[src/rtl/player_step_ctrl_pkg.sv]
// Shared game parameters for the player step controller: map geometry,
// start position, tile id ranges and move direction encoding.
package player_step_ctrl_pkg;

  localparam int MAP_WIDTH  = 13;
  localparam int MAP_HEIGHT = 13;
  localparam int START_X    = 6;
  localparam int START_Y    = 11;
  localparam int TILE_FLOOR = 0;
  localparam int ITEM_LO    = 16;
  localparam int ITEM_HI    = 31;

  // Bit positions inside the move_req vector.
  localparam int BIT_UP    = 0;
  localparam int BIT_DOWN  = 1;
  localparam int BIT_LEFT  = 2;
  localparam int BIT_RIGHT = 3;

  typedef enum logic [1:0] {
    DIR_UP    = 2'd0,
    DIR_DOWN  = 2'd1,
    DIR_LEFT  = 2'd2,
    DIR_RIGHT = 2'd3
  } dir_e;

  // Fixed priority up > down > left > right; only meaningful when req != 0.
  function automatic dir_e pick_dir(input logic [3:0] req);
    if (req[BIT_UP])        return DIR_UP;
    else if (req[BIT_DOWN]) return DIR_DOWN;
    else if (req[BIT_LEFT]) return DIR_LEFT;
    else                    return DIR_RIGHT;
  endfunction

endpackage

[src/rtl/player_step_ctrl_step_target.sv]
// Combinational target calculator: one tile step from (x,y) in a direction,
// with the map-edge check and the linear tile address of the target.
module step_target #(
  parameter int MAP_WIDTH  = player_step_ctrl_pkg::MAP_WIDTH,
  parameter int MAP_HEIGHT = player_step_ctrl_pkg::MAP_HEIGHT
) (
  input  player_step_ctrl_pkg::dir_e dir_i,
  input  logic [3:0]                 x_i,
  input  logic [3:0]                 y_i,
  output logic [3:0]                 tx_o,
  output logic [3:0]                 ty_o,
  output logic                       oob_o,
  output logic [18:0]                addr_o
);
  import player_step_ctrl_pkg::*;

  localparam logic [3:0]  X_MAX = 4'(MAP_WIDTH - 1);
  localparam logic [3:0]  Y_MAX = 4'(MAP_HEIGHT - 1);
  localparam logic [18:0] ROW_W = 19'(MAP_WIDTH);

  // Step one tile; the wrapped coordinate on an edge is never used because oob_o is set.
  always_comb begin
    tx_o  = x_i;
    ty_o  = y_i;
    oob_o = 1'b0;
    case (dir_i)
      DIR_UP: begin
        oob_o = (y_i == 4'd0);
        ty_o  = y_i - 4'd1;
      end
      DIR_DOWN: begin
        oob_o = (y_i == Y_MAX);
        ty_o  = y_i + 4'd1;
      end
      DIR_LEFT: begin
        oob_o = (x_i == 4'd0);
        tx_o  = x_i - 4'd1;
      end
      default: begin
        oob_o = (x_i == X_MAX);
        tx_o  = x_i + 4'd1;
      end
    endcase
    addr_o = ({15'd0, ty_o} * ROW_W) + {15'd0, tx_o};
  end

endmodule

[src/rtl/player_step_ctrl.sv]
// Player step controller: takes a latched direction request, checks the map
// edge, reads the target tile through the map bRAM port B, moves onto floor,
// picks up items (writing floor back) and acknowledges the request.
module player_step_ctrl #(
  parameter int MAP_WIDTH  = player_step_ctrl_pkg::MAP_WIDTH,
  parameter int MAP_HEIGHT = player_step_ctrl_pkg::MAP_HEIGHT,
  parameter int START_X    = player_step_ctrl_pkg::START_X,
  parameter int START_Y    = player_step_ctrl_pkg::START_Y,
  parameter int RD_LAT     = 1,
  parameter int TILE_FLOOR = player_step_ctrl_pkg::TILE_FLOOR,
  parameter int ITEM_LO    = player_step_ctrl_pkg::ITEM_LO,
  parameter int ITEM_HI    = player_step_ctrl_pkg::ITEM_HI
) (
  input  logic        clk,
  input  logic        rstn,
  input  logic [3:0]  move_req,
  output logic        move_ack,
  output logic [18:0] map_addr,
  input  logic [15:0] map_rdata,
  output logic        map_we,
  output logic [15:0] map_wdata,
  output logic [3:0]  player_x,
  output logic [3:0]  player_y,
  output logic        busy,
  output logic        item_got,
  output logic [15:0] item_id,
  output logic [15:0] step_cnt
);
  import player_step_ctrl_pkg::*;

  localparam logic [2:0] S_IDLE   = 3'd0;
  localparam logic [2:0] S_CHECK  = 3'd1;
  localparam logic [2:0] S_READ   = 3'd2;
  localparam logic [2:0] S_DECIDE = 3'd3;
  localparam logic [2:0] S_WRITE  = 3'd4;
  localparam logic [2:0] S_ACK    = 3'd5;
  localparam logic [2:0] S_GAP    = 3'd6;

  localparam logic [1:0]  LAT_INIT   = 2'(RD_LAT - 1);
  localparam logic [3:0]  START_XV   = 4'(START_X);
  localparam logic [3:0]  START_YV   = 4'(START_Y);
  localparam logic [15:0] FLOOR_ID   = 16'(TILE_FLOOR);
  localparam logic [15:0] ITEM_LO_ID = 16'(ITEM_LO);
  localparam logic [15:0] ITEM_HI_ID = 16'(ITEM_HI);

  function automatic logic [15:0] sat_inc16(input logic [15:0] v);
    return (v == 16'hFFFF) ? v : v + 16'd1;
  endfunction

  logic [2:0]  state_q, state_d;
  logic [1:0]  lat_q;
  logic [3:0]  x_q, y_q, tx_q, ty_q;
  logic        oob_q;
  logic [18:0] taddr_q, addr_q;
  logic        we_q, ack_q, got_q, busy_q;
  logic [15:0] wdata_q, item_q, step_q;

  dir_e        req_dir;
  logic [3:0]  nx_x, nx_y;
  logic        nx_oob;
  logic [18:0] nx_addr;
  logic        is_floor, is_item;

  assign req_dir  = pick_dir(move_req);
  assign is_floor = (map_rdata == FLOOR_ID);
  assign is_item  = (map_rdata >= ITEM_LO_ID) && (map_rdata <= ITEM_HI_ID);

  step_target #(
    .MAP_WIDTH  (MAP_WIDTH),
    .MAP_HEIGHT (MAP_HEIGHT)
  ) u_step_target (
    .dir_i  (req_dir),
    .x_i    (x_q),
    .y_i    (y_q),
    .tx_o   (nx_x),
    .ty_o   (nx_y),
    .oob_o  (nx_oob),
    .addr_o (nx_addr)
  );

  // Next-state decode of the move handshake.
  always_comb begin
    state_d = state_q;
    case (state_q)
      S_IDLE:   if (move_req != 4'd0) state_d = S_CHECK;
      S_CHECK:  state_d = oob_q ? S_ACK : S_READ;
      S_READ:   if (lat_q == 2'd0) state_d = S_DECIDE;
      S_DECIDE: state_d = (!is_floor && is_item) ? S_WRITE : S_ACK;
      S_WRITE:  state_d = S_ACK;
      S_ACK:    state_d = S_GAP;
      S_GAP:    state_d = S_IDLE;
      default:  state_d = S_IDLE;
    endcase
  end

  // State register and bRAM read-latency down-counter.
  always_ff @(posedge clk) begin
    if (!rstn) begin
      state_q <= S_IDLE;
      lat_q   <= 2'd0;
    end else begin
      state_q <= state_d;
      if (state_q == S_CHECK)
        lat_q <= LAT_INIT;
      else if (state_q == S_READ && lat_q != 2'd0)
        lat_q <= lat_q - 2'd1;
    end
  end

  // Registered outputs: target latch, map port B drive, position, pickup and counters.
  always_ff @(posedge clk) begin
    if (!rstn) begin
      tx_q    <= START_XV;
      ty_q    <= START_YV;
      oob_q   <= 1'b0;
      taddr_q <= 19'd0;
      addr_q  <= 19'd0;
      we_q    <= 1'b0;
      wdata_q <= 16'd0;
      ack_q   <= 1'b0;
      got_q   <= 1'b0;
      busy_q  <= 1'b0;
      item_q  <= 16'd0;
      step_q  <= 16'd0;
      x_q     <= START_XV;
      y_q     <= START_YV;
    end else begin
      ack_q  <= (state_q == S_ACK);
      busy_q <= (state_d != S_IDLE);
      we_q   <= 1'b0;
      got_q  <= 1'b0;
      case (state_q)
        S_IDLE: begin
          if (move_req != 4'd0) begin
            tx_q    <= nx_x;
            ty_q    <= nx_y;
            oob_q   <= nx_oob;
            taddr_q <= nx_addr;
          end
        end
        S_CHECK: begin
          if (!oob_q) addr_q <= taddr_q;
        end
        S_DECIDE: begin
          if (is_floor) begin
            x_q    <= tx_q;
            y_q    <= ty_q;
            step_q <= sat_inc16(step_q);
          end else if (is_item) begin
            item_q  <= map_rdata;
            we_q    <= 1'b1;
            wdata_q <= FLOOR_ID;
            got_q   <= 1'b1;
          end
        end
        S_WRITE: begin
          x_q    <= tx_q;
          y_q    <= ty_q;
          step_q <= sat_inc16(step_q);
        end
        default: ;
      endcase
    end
  end

  assign move_ack  = ack_q;
  assign map_addr  = addr_q;
  assign map_we    = we_q;
  assign map_wdata = wdata_q;
  assign player_x  = x_q;
  assign player_y  = y_q;
  assign busy      = busy_q;
  assign item_got  = got_q;
  assign item_id   = item_q;
  assign step_cnt  = step_q;

endmodule

[config.mk]
export PLATFORM = sky130hd
export DESIGN_NAME = player_step_ctrl
export DESIGN_NICKNAME = d
export VERILOG_FILES = /design/src/rtl/player_step_ctrl_pkg.sv /design/src/rtl/player_step_ctrl_step_target.sv /design/src/rtl/player_step_ctrl.sv
export SDC_FILE = /design/constraint.sdc
export NUM_CORES = 1
export LEC_CHECK = 0
export CORE_UTILIZATION = 55
export CTS_BUF_LIST = sky130_fd_sc_hd__clkbuf_2 sky130_fd_sc_hd__clkbuf_4 sky130_fd_sc_hd__clkbuf_8
export CTS_CLUSTER_DIAMETER = 50
export CTS_CLUSTER_SIZE = 20
export DETAILED_ROUTE_END_ITERATION = 8
export PLACE_DENSITY = 0.94
export SYNTH_ARGS = -nofsm -noshare
export SYNTH_HDL_FRONTEND = slang
export SYNTH_SLANG_ARGS = --single-unit
export TNS_END_PERCENT = 10
[constraint.sdc]
create_clock -name clk -period 5.5 [get_ports clk]
set_input_delay 0.825 -clock clk [delete_from_list [all_inputs] [get_ports clk]]
set_output_delay 0.825 -clock clk [all_outputs]
set_load 0.05 [all_outputs]
==> impl_metrics.py <==
metrics = {
    "clock_network": {
        "numCtsBuffers": 9,
        "clk_pin_slew_ns": 0.08,
        "clk_latency_ns": 0.36,
        "postCtsSetupRepairBufs": 0,
        "post_cts_resized": 0,
        "htree_levels": 3,
        "cts.sinks": 75,
        "cts_tree": "yes",
        "cts-root-buf": "clkbuf_8",
        "cts_hold_buf": 0,
        "cts_max_path_buffers": 2,
    },
    "setup_path": {
        "endpoint_kind": "flop",
        "crit_family": "adder cells",
        "cp_cell_sequence": "clkdlybuf4s50_1 -> nand2b_1 -> inv_1 -> fa_1 -> a21oi_1 -> ha_1 -> ha_1 -> fa_1 -> ha_1 -> nor2b_1 -> o21a_1 -> o21a_1 -> o31ai_1 -> and2_1",
        "cpMaxStageDelayCell": "clkdlybuf4s50_1",
        "critical_path.startpoint_type": "input pin",
        "path_buf_inv": 2,
        "critPathKind": "input pin to flop",
        "critPathRequiredTime_ns": 5.80,
        "cpMostUsedCell": "ha_1",
        "arrival_ns": 4.86,
        "cp_max_fo": 8,
        "slowest_delay_ns": 0.58,
    },
    "routing": {
        "wl_met2_um": 4960,
        "drt_iter0_markers": 211,
        "wl_um": 9370,
        "post-route-drc-count": 0,
        "wl_met1_um": 3780,
        "drt-pass1-iter-count": 4,
        "top_layer": "met4",
        "vias_per_cell": 5.67,
        "drtAntennaViolNets": 0,
        "wire_per_inst_um": 15.0,
        "num_vias": 3550,
        "dr_wl_met3_um": 456,
    },
    "yosys": {
        "yosys-top-cells-area": "dfxtp_1, ha_1, buf_4",
        "ys.warnings.count": 0,
        "syn-cell-area_um2": 3990,
        "synth_edf_count": 0,
        "synth_top_family_by_area": "simple AND/OR/NAND/NOR gates",
        "synth_compound_area_frac": 0.133,
        "synth_xor_area_frac": 0.0176,
        "synth_commonest_cells": "dfxtp_1, nand2_1, a21oi_1",
        "synth_top_area_share": 0.376,
        "synth.avg_cell_area_um2": 8.69,
        "yosys.area.top_type": "dfxtp_1",
        "synthFlopType": "dfxtp_1",
        "synth_seq_cells": 75,
        "netlist_instances": 459,
        "yosysMostFrequentCell": "dfxtp_1",
        "seq_area_frac_synth": 0.376,
        "synth.distinct_cells": 60,
        "synthSimpleGateAreaFrac": 0.237,
        "yosys-mux-area-fraction": 0.0530,
        "synth-async-reset-ratio": 0,
        "synthAdderAreaFrac": 0.0935,
    },
    "power": {
        "cellPowerDensity_nw_per_um2": 351,
        "vdd_drop_max_mv": 0.177,
        "leakagePower_uw": 0.00189,
    },
    "finish": {
        "fillCellCount": 517,
        "nets": 575,
        "area.growth.synth_to_final_pct": 22.4,
        "diodes": 0,
        "drive_gt1_frac": 0.0604,
        "fin_cells": 626,
    },
    "grt": {
        "grt_overflow": 0,
        "grt_pass1_wl_um": 15300,
        "grt_max_degree": 43,
        "grt.total_usage": 0.258,
        "antenna_found_initial": 0,
        "grt_pass1_vias": 3372,
    },
    "sta": {
        "rsz0062_at_grt": "no",
        "setup_violations": 0,
        "fin_setup_tns_ns": 0,
        "fin_skew_ns": 0.0102,
        "maxSlewViolCount": 0,
        "post-route-period-util": 0.829,
        "tightest_slew_ns": 0.771,
        "hold_viol_final": 0,
        "period_needed_ns": 4.56,
        "relSlewSlack": 0.484,
        "maxClockFrequency_ghz": 0.219,
    },
    "place": {
        "gp_congestion": 0.858,
        "dp_cells": 610,
        "portBuffers": 74,
        "hpwl_um": 6630,
    },
    "floorplan": {
        "ios": 101,
        "die_h_um": 87.2,
        "die_w_um": 87.2,
        "rows": 30,
        "initial_core_util": 0.578,
        "core_um2": 6910,
        "die-area_um2": 7600,
    },
    "status": {
        "status": "completed",
    },
    "min_path": {
        "hp-class": "flop to flop",
    },
    "run": {
        "max_cap_viol_count": 0,
    },
}
==> logic make-up after synthesis <==
kind of cell	after synthesis
adder cells (fa/ha/maj)	28
AND/OR/NAND/NOR	178
XOR/XNOR	8
flip-flops	75
multiplexers	21
AO/OA/AOI/OAI	85
other	1
buffers and inverters	63
==> worst register-to-register path: cells and delay by family (launching register included) <==
kind / cells / cell delay, ns
simple gates: 2 / 0.34
flops: 1 / 0.53
buf+inv: 1 / 0.16
compound gates: 4 / 1.00
fa+ha+maj: 5 / 1.87
==> area by class of cell <==
cell class	instances	area (um2)	share of cell area
clock buffer	10	138	0.0282
multi-input combinational	346	2230	0.457
inverter	15	56.3	0.0115
timing repair buffer	78	771	0.158
clock inverter	6	63.8	0.0131
tap	96	120	0.0246
sequential	75	1500	0.308
==> power by group <==
| group | internal, uW | total [uW] | switching (uW) |
|---|---|---|---|
| logic | 217 | 608 | 391 |
| registers | 612 | 675 | 63.7 |
| clock network | 222 | 431 | 209 |
| total | 1050 | 1710 | 664 |
==> path summary, 6_finish.rpt <==
path                    start           to  slack (ns)  cells after the start
hold reg to reg   map_addr[0]  map_addr[0]        0.46                      2
setup / recovery  move_req[0]   taddr_q[5]        0.94                     14
setup reg to reg  player_y[0]   taddr_q[5]        1.53                     12
hold / removal    map_addr[0]  map_addr[0]        0.46                      2
==> per-stage QoR <==
stage / setup slack [ns] / total power (uW) / utilization / hold WS (ns) / area [um2]
global route: 0.696 / 1820 / 0.707 / 0.480 / 4880
CTS: 0.933 / 1710 / 0.707 / 0.461 / 4880
detailed placement: 0.646 / 1280 / 0.678 / 0.447 / 4680
global placement: 0.808 / 1250 / 0.678 / 0.442 / 4680
floorplan: 1.52 / 1150 / - / 0.431 / 4080
finish: 0.938 / 1710 / 0.707 / 0.456 / 4880
==> registers in the layout, indices dropped and copies added, names as in the netlist <==
signal    cells
step_cnt     16
item_id      16
state_q       3
busy          1
player_y      4
ty_q          4
oob_q         1
lat_q         2
player_x      4
item_got      1
taddr_q       9
map_addr      9
tx_q          4
move_ack      1
==> cells in the final DEF (no fill, tap or decap), drive strengths merged, types with 10 or more instances in the layout <==
master	netlist	final
mux2i	20	20
and2	15	15
clkbuf	15	10
nor3	14	14
nand3	13	13
ha	25	25
nand2	54	54
o21ai	18	18
a21oi	33	33
clkdlybuf4s50	0	74
nor2	28	28
inv	15	16
conb	1	26
dfxtp	75	75
==> metal layers <==
layer	GRT usage	up-vias
met1	0.297	1717
met4	0.104	0
met5	0	-
met2	0.461	106
met3	0.0616	21
li1	-	1706
(Power assumes the default switching activity.)
